**src/rtl/sorcerer_pkg.sv**
```systemverilog
// sorcerer_pkg: shared state/requester types and RAM bank selects for the Sorcerer RAM arbiter.
package sorcerer_pkg;
   typedef enum logic [1:0] {ST_IDLE, ST_ACCESS, ST_DONE} arb_state_t;
   typedef enum logic [1:0] {REQ_CPU, REQ_DMA, REQ_TAPE} req_id_t;
   localparam logic RAM_BANK_CPU  = 1'b0;
   localparam logic RAM_BANK_TAPE = 1'b1;
endpackage

```
**src/rtl/sorcerer_tape_fifo.sv**
```systemverilog
// sorcerer_tape_fifo: circular byte FIFO holding prefetched tape-image bytes.
module sorcerer_tape_fifo #(
   parameter int DEPTH = 4
) (
   input  logic       CLK12,
   input  logic       RESET,
   input  logic       push,
   input  logic       pop,
   input  logic       flush,
   input  logic [7:0] wdata,
   output logic [7:0] data,
   output logic       empty,
   output logic       full
);
   localparam int AW = $clog2(DEPTH);
   logic [7:0] mem [DEPTH];
   logic [AW-1:0] head, tail;
   logic [AW:0] count;
   logic do_push, do_pop;
   assign empty = count == '0;
   assign full = count == (AW+1)'(DEPTH);
   assign do_push = push && !full;
   assign do_pop = pop && !empty;
   assign data = mem[head];
   always_ff @(posedge CLK12) begin
      if (RESET) begin
         head <= '0;
         tail <= '0;
         count <= '0;
         for (int i = 0; i < DEPTH; i++) mem[i] <= '0;
      end else if (flush) begin
         head <= '0;
         tail <= '0;
         count <= '0;
      end else begin
         if (do_push) mem[tail] <= wdata;
         tail <= do_push ? tail + AW'(1) : tail;
         head <= do_pop ? head + AW'(1) : head;
         count <= count + (AW+1)'(do_push) - (AW+1)'(do_pop);
      end
   end
endmodule

```
**src/rtl/sorcerer_ram_arb.sv**
```systemverilog
// sorcerer_ram_arb: prioritised CPU > DMA > tape access slots on the shared 128 KB Sorcerer RAM.
// Define SORCERER_TAPE_FIFO_EN for a TAPE_FIFO_DEPTH-entry prefetch FIFO; otherwise one holding register.
module sorcerer_ram_arb
   import sorcerer_pkg::*;
#(
   parameter int RAM_LAT         = 2,
   parameter int TAPE_FIFO_DEPTH = 4
) (
   input  logic        CLK12,
   input  logic        RESET,
   input  logic        cpu_req,
   input  logic        cpu_we,
   input  logic [14:0] cpu_addr,
   input  logic [7:0]  cpu_wdata,
   output logic [7:0]  cpu_rdata,
   output logic        cpu_ack,
   output logic        cpu_wait_n,
   input  logic        dma_req,
   input  logic [15:0] dma_addr,
   input  logic [7:0]  dma_wdata,
   output logic        dma_ack,
   input  logic        tape_arm,
   input  logic [15:0] tape_end,
   input  logic        tape_pop,
   output logic [7:0]  tape_data,
   output logic        tape_ready,
   output logic [16:0] RAM_ADDR,
   output logic        RAM_RD,
   output logic        RAM_WR,
   output logic [7:0]  RAM_DIN,
   input  logic [7:0]  RAM_DOUT
);
   localparam int CW = $clog2(RAM_LAT + 1);
   arb_state_t state, nxt;
   req_id_t req_id, gnt;
   logic [CW-1:0] cnt;
   logic [7:0] rdata;
   logic [15:0] rd_ptr, end_ptr;
   logic active, stale, start, last, room, push;
   assign last = state == ST_ACCESS && cnt == CW'(RAM_LAT - 1);
   assign push = state == ST_DONE && req_id == REQ_TAPE && !stale && !tape_arm;
   assign cpu_rdata = rdata;
   always_ff @(posedge CLK12) state <= RESET ? ST_IDLE : nxt;
   always_comb begin
      start = state == ST_IDLE && (cpu_req || dma_req || (active && room));
      gnt = cpu_req ? REQ_CPU : dma_req ? REQ_DMA : REQ_TAPE;
      nxt = start ? ST_ACCESS : last ? ST_DONE : state == ST_DONE ? ST_IDLE : state;
   end
   always_ff @(posedge CLK12) begin
      if (RESET) begin
         cnt <= '0;
         req_id <= REQ_CPU;
         rdata <= '0;
         RAM_ADDR <= '0;
         RAM_DIN <= '0;
         RAM_RD <= 1'b0;
         RAM_WR <= 1'b0;
         cpu_ack <= 1'b0;
         dma_ack <= 1'b0;
         cpu_wait_n <= 1'b1;
      end else begin
         cnt <= state == ST_ACCESS ? cnt + CW'(1) : '0;
         if (start) begin
            req_id <= gnt;
            RAM_ADDR <= gnt == REQ_CPU ? {RAM_BANK_CPU, 1'b0, cpu_addr}
                                       : {RAM_BANK_TAPE, gnt == REQ_DMA ? dma_addr : rd_ptr};
            RAM_DIN <= gnt == REQ_CPU ? cpu_wdata : dma_wdata;
         end
         RAM_RD <= start ? (gnt == REQ_CPU ? !cpu_we : gnt == REQ_TAPE) : RAM_RD && !last;
         RAM_WR <= start ? (gnt == REQ_CPU ? cpu_we : gnt == REQ_DMA) : RAM_WR && !last;
         if (last && RAM_RD) rdata <= RAM_DOUT;
         cpu_ack <= last && req_id == REQ_CPU;
         dma_ack <= last && req_id == REQ_DMA;
         cpu_wait_n <= cpu_ack || !cpu_req;
      end
   end
   // A re-arm while a tape fetch is granted or in flight marks that fetch's byte as stale.
   always_ff @(posedge CLK12) begin
      if (RESET) begin
         rd_ptr <= '0;
         end_ptr <= '0;
         active <= 1'b0;
         stale <= 1'b0;
      end else begin
         stale <= start && gnt == REQ_TAPE ? tape_arm : stale || tape_arm;
         if (tape_arm) begin
            rd_ptr <= '0;
            end_ptr <= tape_end;
            active <= 1'b1;
         end else if (push) begin
            active <= rd_ptr != end_ptr;
            rd_ptr <= rd_ptr + 16'd1;
         end
      end
   end
`ifdef SORCERER_TAPE_FIFO_EN
   logic full, empty;
   sorcerer_tape_fifo #(.DEPTH(TAPE_FIFO_DEPTH)) u_fifo (
      .CLK12(CLK12),
      .RESET(RESET),
      .push(push),
      .pop(tape_pop),
      .flush(tape_arm),
      .wdata(rdata),
      .data(tape_data),
      .empty(empty),
      .full(full)
   );
   assign room = !full;
   assign tape_ready = !empty;
`else
   logic hold_valid;
   assign room = TAPE_FIFO_DEPTH > 0 && !hold_valid;
   assign tape_ready = hold_valid;
   always_ff @(posedge CLK12) begin
      if (RESET) begin
         hold_valid <= 1'b0;
         tape_data <= '0;
      end else begin
         hold_valid <= push || (hold_valid && !tape_pop && !tape_arm);
         if (push) tape_data <= rdata;
      end
   end
`endif
endmodule
```
**config.mk**
```make
export PLATFORM = sky130hd
export DESIGN_NAME = sorcerer_ram_arb
export DESIGN_NICKNAME = d
export VERILOG_FILES = /design/src/rtl/sorcerer_pkg.sv /design/src/rtl/sorcerer_tape_fifo.sv /design/src/rtl/sorcerer_ram_arb.sv
export SDC_FILE = /design/constraint.sdc
export NUM_CORES = 1
export LEC_CHECK = 0
export CAP_MARGIN = 10
export CORE_UTILIZATION = 46
export CTS_CLUSTER_SIZE = 10
export DETAILED_ROUTE_END_ITERATION = 10
export PLACE_DENSITY = 0.8
export SLEW_MARGIN = 20
export SYNTH_ARGS = -nofsm -noshare
export SYNTH_HDL_FRONTEND = slang
export SYNTH_HIERARCHICAL = 1
export SYNTH_SLANG_ARGS = --single-unit
export TNS_END_PERCENT = 100
```
**constraint.sdc**
```tcl
create_clock -name CLK12 -period 2.2 [get_ports CLK12]
set_clock_uncertainty 0.15 [all_clocks]
set_input_delay 0.55 -clock CLK12 [delete_from_list [all_inputs] [get_ports CLK12]]
set_output_delay 0.55 -clock CLK12 [all_outputs]
set_load 0.05 [all_outputs]
```
==> impl_results.md <==
- Final nets: 644
- Setup TNS: 0 ps
- IO buf count: between 100 and 150
- Commonest non-fill, non-tap cell in the layout: dfxtp_1
- Critical R2R Capture: rd_ptr[15]
- Leading cell types in the layout, fill and taps excluded: dfxtp_1, clkdlybuf4s50_1, nand2_1, nor2_1, a21oi_1
- Routability cong.: 0.8200
- Routed length per instance: 15.01 um
- Critical path required time: 2330 ps
- Min-Delay Endpoint: cnt[0]
- Sequential share of the synthesized area: 45.83%
- Initial Utilization: 48.42%
- Die Area: between 8000 and 9000 um2
- Worst R2R Start: state[0]
- Async S/R FF share, synth: 0%
- Total Wirelength: 10070 um
- Vias in the first global route: 3382
- Flop-to-flop setup slack: approximately 150 ps
- CTS Buf Count: 9
- GRT Residual Overflow: 0
- Worst slew margin: ~64%
- # setup viols final: 0
- Largest stage delay, worst path: 510 ps
- Max_cap viols: 0
- VDD IR max: 0.3286 mV
- Design area: 5366 um2
- Bufs on Longest Clock Path: 2
- Setup crit start kind: input port
- Post-synthesis cell type count: 43
- Length in cells of the worst reg-to-reg path: 4
- Mapped Nets: 515
- CTS clk-pin slew, worst paths: roughly 90 ps
- # rows: 32
- PD cells: 633.4 nW/um2
- ANT nets after route: 0
- Final Slew Violations: 0
- Tightest Hold Check Type: reg2reg
- Cell Chain, Critical Path: clkdlybuf4s50_1 -> buf_4 -> nor4_1 -> a31oi_1 -> nor3b_1
- CP max-delay cell: nor4_1
- F_max: slightly below 500 MHz
- Critical path class: in2reg
- Overall Power: 0.003399 W
- Final period utilization: between 90% and 100%
- Worst Tran Pin Value: 535.8 ps
- CTS Sinks: 87
- Final Hold Viols: 0
- Top Ports: 125
- Dominant synthesized flop cell: dfxtp_1
- Initial antenna violation count: 0
- Worst skew pair latency: roughly 360 ps
- Cell area after synthesis: roughly 3800 um2
- Syn avg cell area: 8.735 um2
- Antenna Cells: 0
- DP Area: around 5200 um2
- Drt first pass iters: 4
- Leakage power: ~2.2 nW
- Area delta synth->final: 41.22%
- Status: finished clean
- Core ar.: 7848 um2
- Share of cells above drive strength 1: between 10 and 15%
- Hold path depth: 1
- Root Driver: clkbuf_8
- CP arrival: 2210 ps
- RSZ-0062 raised after global routing: no
- Total global-route track usage: 23.94%
- Yosys warns: 6
- Post-route minimum period: 2079 ps
- CTS H-tree lvls: 3
- Via count: 3616
- Cells after synthesis: 435
- Hold_sp: cnt[0]
- Number of synthesized flops with an enable pin: 0
- Chip height: 92.89 um
- Drt via density: 5.389
- Pin count of the biggest net entering global routing: 41
- Final HPWL DP: 7450 um
- Iter 0 DRT Violations: 204
- Crit end category: register
- DRC viols: 0
- Die X: between 90 and 100 um
- Yosys reg bits: 87
- First-pass GRT wire length: 16440 um
- TritonCTS clock tree: done
- Hold slack: between 200 and 300 ps
- Maximum fanout along the worst path: 26
- CTS Hold Bufs: 0
==> synth_stat cells (all sizes together), types with 2 or more instances <==
| cell | instances | share of area (%) |
|---|---|---|
| nor3 | 2 | 0.26 |
| or4 | 5 | 0.99 |
| nor2b | 2 | 0.33 |
| or2 | 2 | 0.33 |
| and3 | 3 | 0.49 |
| a222oi | 5 | 1.3 |
| mux2i | 35 | 9.2 |
| o21ai | 21 | 2.8 |
| nand3 | 6 | 0.79 |
| xor2 | 2 | 0.46 |
| or3 | 3 | 0.49 |
| nand2 | 61 | 6.0 |
| nor2 | 49 | 4.8 |
| ha | 2 | 0.66 |
| dfxtp | 87 | 46 |
| nand4b | 2 | 0.46 |
| nor4b | 2 | 0.46 |
| clkbuf | 23 | 2.3 |
| nor3b | 3 | 0.59 |
| a31oi | 3 | 0.49 |
| nand4 | 7 | 1.2 |
| nand2b | 3 | 0.49 |
| buf | 8 | 0.86 |
| o31ai | 6 | 1.2 |
| a22o | 5 | 1.2 |
| inv | 3 | 0.30 |
| and4 | 2 | 0.46 |
| nor4 | 3 | 0.49 |
| xnor2 | 20 | 4.6 |
| and2 | 2 | 0.33 |
| a211oi | 9 | 1.8 |
| a21oi | 39 | 5.1 |
==> sequential cells by signal, summed over array words and instances (netlist names) <==
| signal | cells |
|---|---|
| RAM_DIN | 8 |
| RAM_WR | 1 |
| stale | 1 |
| state | 2 |
| cnt | 2 |
| tape_ready | 1 |
| tape_data | 8 |
| rd_ptr | 16 |
| cpu_wait_n | 1 |
| active | 1 |
| RAM_ADDR | 17 |
| dma_ack | 1 |
| cpu_ack | 1 |
| end_ptr | 16 |
| cpu_rdata | 8 |
| RAM_RD | 1 |
| req_id | 2 |
==> report_power, final <==
part | internal [W] | total, W | switching (W) | leakage (nW)
Sequential | 0.00165 | 0.00170 | 0.0000472 | 0.711
Combinational | 0.000313 | 0.000698 | 0.000385 | 1.41
Clock | 0.000415 | 0.00101 | 0.000591 | 0.0939
==> worst max-delay path by stage <==
stage	start	end	slack [ps]	cells past startpoint
4_1_cts	RAM_DIN[2]	RAM_DIN[2]	1	1
2_1_floorplan	tape_arm	end_ptr[0]	270	5
3_5_place_dp	tape_arm	rd_ptr[14]	-180	4
6_report	tape_arm	rd_ptr[5]	120	5
3_3_place_gp	tape_arm	rd_ptr[12]	-90	4
5_1_grt	tape_arm	rd_ptr[5]	20	5
==> cell type report <==
cell class	count	area (um2)
fillers	662	2481
inverters	3	11.26
well taps	102	127.6
multi-input cells	314	1933
repair buffers	149	1383
clock inverters	7	46.29
clock buffers	9	123.9
flip-flops and latches	87	1742
==> critical path: cells and delay by family <==
family | cells | cell delay [ps]
AND/OR/NAND/NOR | 2 | 730
buffers and inverters | 2 | 780
AO/OA/AOI/OAI | 1 | 150
==> cell families (layout without fill, tap and decap cells) <==
group / after synthesis / count (layout) / share of synthesized area [%]
adders and majority gates: 2 / 2 / 0.6584
buffers and inverters: 34 / 168 / 3.424
and+or+nand+nor: 163 / 163 / 21.11
AOI/OAI and AO/OA: 92 / 92 / 14.69
DFF: 87 / 87 / 45.83
xor gates and xnor gates: 22 / 22 / 5.071
muxes: 35 / 35 / 9.220
==> layer usage <==
| layer | GRT usage (%) | wire, um |
|---|---|---|
| met5 | 0 | 0 |
| met4 | 7.564 | 140 |
| met3 | 5.337 | 685 |
| met2 | 38.79 | 4567 |
| met1 | 31.59 | 4677 |
==> what timing repair did <==
action | CTS | global route
buffers inserted | 0 | 1
pin swaps | 0 | 1
endpoints found under the setup margin | 27 | 8
resized for setup | 27 | 6
==> stage by stage <==
step / utilization [%] / instances / setup WS [ps]
6_report: 68.38 / 671 / 121.4
5_1_grt: 68.38 / 671 / 21.69
4_1_cts: 68.10 / 670 / 1.207
3_5_place_dp: 66.36 / 654 / -184.5
3_3_place_gp: 66.36 / 654 / -92.95
2_1_floorplan: - / 435 / 272.3
No activity file was read; power rests on OpenSTA's default activity.
==> patch, RTL diff (config.mk and constraints unchanged) <==
The parameter `RAM_LAT` goes from 2 to 8.
--- a/src/rtl/sorcerer_ram_arb.sv
+++ b/src/rtl/sorcerer_ram_arb.sv
@@ -3,7 +3,7 @@
 module sorcerer_ram_arb
    import sorcerer_pkg::*;
 #(
-   parameter int RAM_LAT         = 2,
+   parameter int RAM_LAT         = 8,
    parameter int TAPE_FIFO_DEPTH = 4
 ) (
    input  logic        CLK12,
Behaviour: not the same (Yosys sat finds a counterexample within 4 cycles, from zero or initial values and one cycle with RESET high).
==> patch against the original RTL <==
- setup slack improved by 100 ps
- via count increased by 0.11%
- wire length decreased by 2.0%
- sequential cell count increased by 2
- power increased by 1.1%
- cell area increased by 1.6%
- area after synthesis increased by 1.9%
- highest routed layer unchanged
==> patch: results (changes against the original RTL) <==
* Via count at 3,620 (+0.11%)
* Status: complete, no violations
* Worst-case vdd ir drop at 0.0002825 V (-14%)
* Top post-synthesis cells by count: dfxtp_1 (89), nor2_1 (61), mux2i_1 (49)
* Top post-synthesis cells by area: dfxtp_1 (46%), mux2i_1 (13%), nor2_1 (5.9%)
* Tot GR Track Use at 0.2317 (-0.007667)
* Mapped Nets at 508 (-1.4%)
* Clock buf count at 10 (+1)
* First-pass GRT wire length at 15.95 mm (-2.9%)
* Share of cells above drive strength 1 at 0.09481 (-0.01591)
* CP max stage cell: dlygate4sd2_1
* RR Endpoint: rd_ptr[14]$_SDFFE_PP0P_
* Clk cell area share at 0.03580 (+0.004095)
* Largest net degree at the start of global routing at 33 (-20%)
* Non-CTS buffers at 144 (-3.4%)
* Worst Setup Slack post-DPL at -52.47 ps (+132.0 ps)
* Area occupied by multi-input gates at 1969 um^2 (+1.9%)
* DR iter-0 viols at 285 (+40%)
* Critical path origin: cpu_rdata[3]$_SDFFE_PP0P_
* FMAX at 505.8 MHz (+5.1%)
* DPL Wire Length at 7.298 mm (-2.0%)
* Leakage at 2.488 nW (+12%)
* Post-cts resize count at 30 (+11%)
* Crit path max fanout at 3 (-88%)
* Final #Nets at 634 (-1.6%)
* Register area at 1782 um^2 (+2.3%)
* Largest stage delay on the critical path at 560 ps (+50 ps)
* Layout non-clock buf frac at 0.2506 (-0.007005)
* Number of global-route vias before repair at 3,386 (+0.12%)
* Cell variety after synth at 41 (-4.7%)
* Non-clk invs at 2 (-1)
* Drt wl/cell at 14.86 um (-1.0%)
* Min Hold Slack at 296.6 ps (+24.59 ps)
* Relative slew slack at 0.6473 (+0.005034)
* Multi-input gate share of total cell area at 0.3613 (+0.001035)
* Crit path to: cpu_rdata[3]
* Mapped Cells at 428 (-1.6%)
* Placed Cells at 648 (-0.92%)
patch: changes by cell type after synthesis, moves of 4 or more:
cell,change
xnor2_1,-19
mux2i_1,+14
a22oi_1,+5
a21oi_1,-11
nor2_1,+12
nand2_1,-17
o21ai_0,-10
a222oi_1,-4
nand4_1,-4
nand3_1,+7
a31oi_1,+4
a22o_1,-5
xor2_1,+20
patch: worst min path at each step:
stage                                   startpoint                  endpoint  cells after the start
after global routing      RAM_ADDR[9]$_SDFFE_PP0P_  RAM_ADDR[9]$_SDFFE_PP0P_                      2
after detailed placement         cnt[0]$_SDFF_PP0_         cnt[0]$_SDFF_PP0_                      1
after global placement           cnt[0]$_SDFF_PP0_         cnt[0]$_SDFF_PP0_                      1
after CTS                        cnt[0]$_SDFF_PP0_         cnt[0]$_SDFF_PP0_                      1
after floorplan                  cnt[0]$_SDFF_PP0_         cnt[0]$_SDFF_PP0_                      1
final                            cnt[0]$_SDFF_PP0_         cnt[0]$_SDFF_PP0_                      1
patch: cells by family after synthesis:
| family | after synthesis | share of synthesized area |
|---|---|---|
| and+or+nand+nor | 160 | 0.2052 |
| DFF | 89 | 0.4602 |
| AOI/OAI and AO/OA | 74 | 0.1183 |
| muxes | 49 | 0.1267 |
| buffers and inverters | 31 | 0.03103 |
| xor gates and xnor gates | 23 | 0.05204 |
| adders and majority gates | 2 | 0.006463 |
patch: report_power, final:
part	switching, mW	internal, mW
combinational	0.340	0.277
clock	0.571	0.529
sequential	0.0438	1.68
patch: layer usage:
layer,vias up,wire length (um),track usage,share of wire
met5,-,0,0,0
met4,0,148,0.07436,0.015
met3,16,756,0.05097,0.077
met2,136,4644,0.3820,0.47
met1,1705,4315,0.3001,0.44
li1,1763,-,-,-
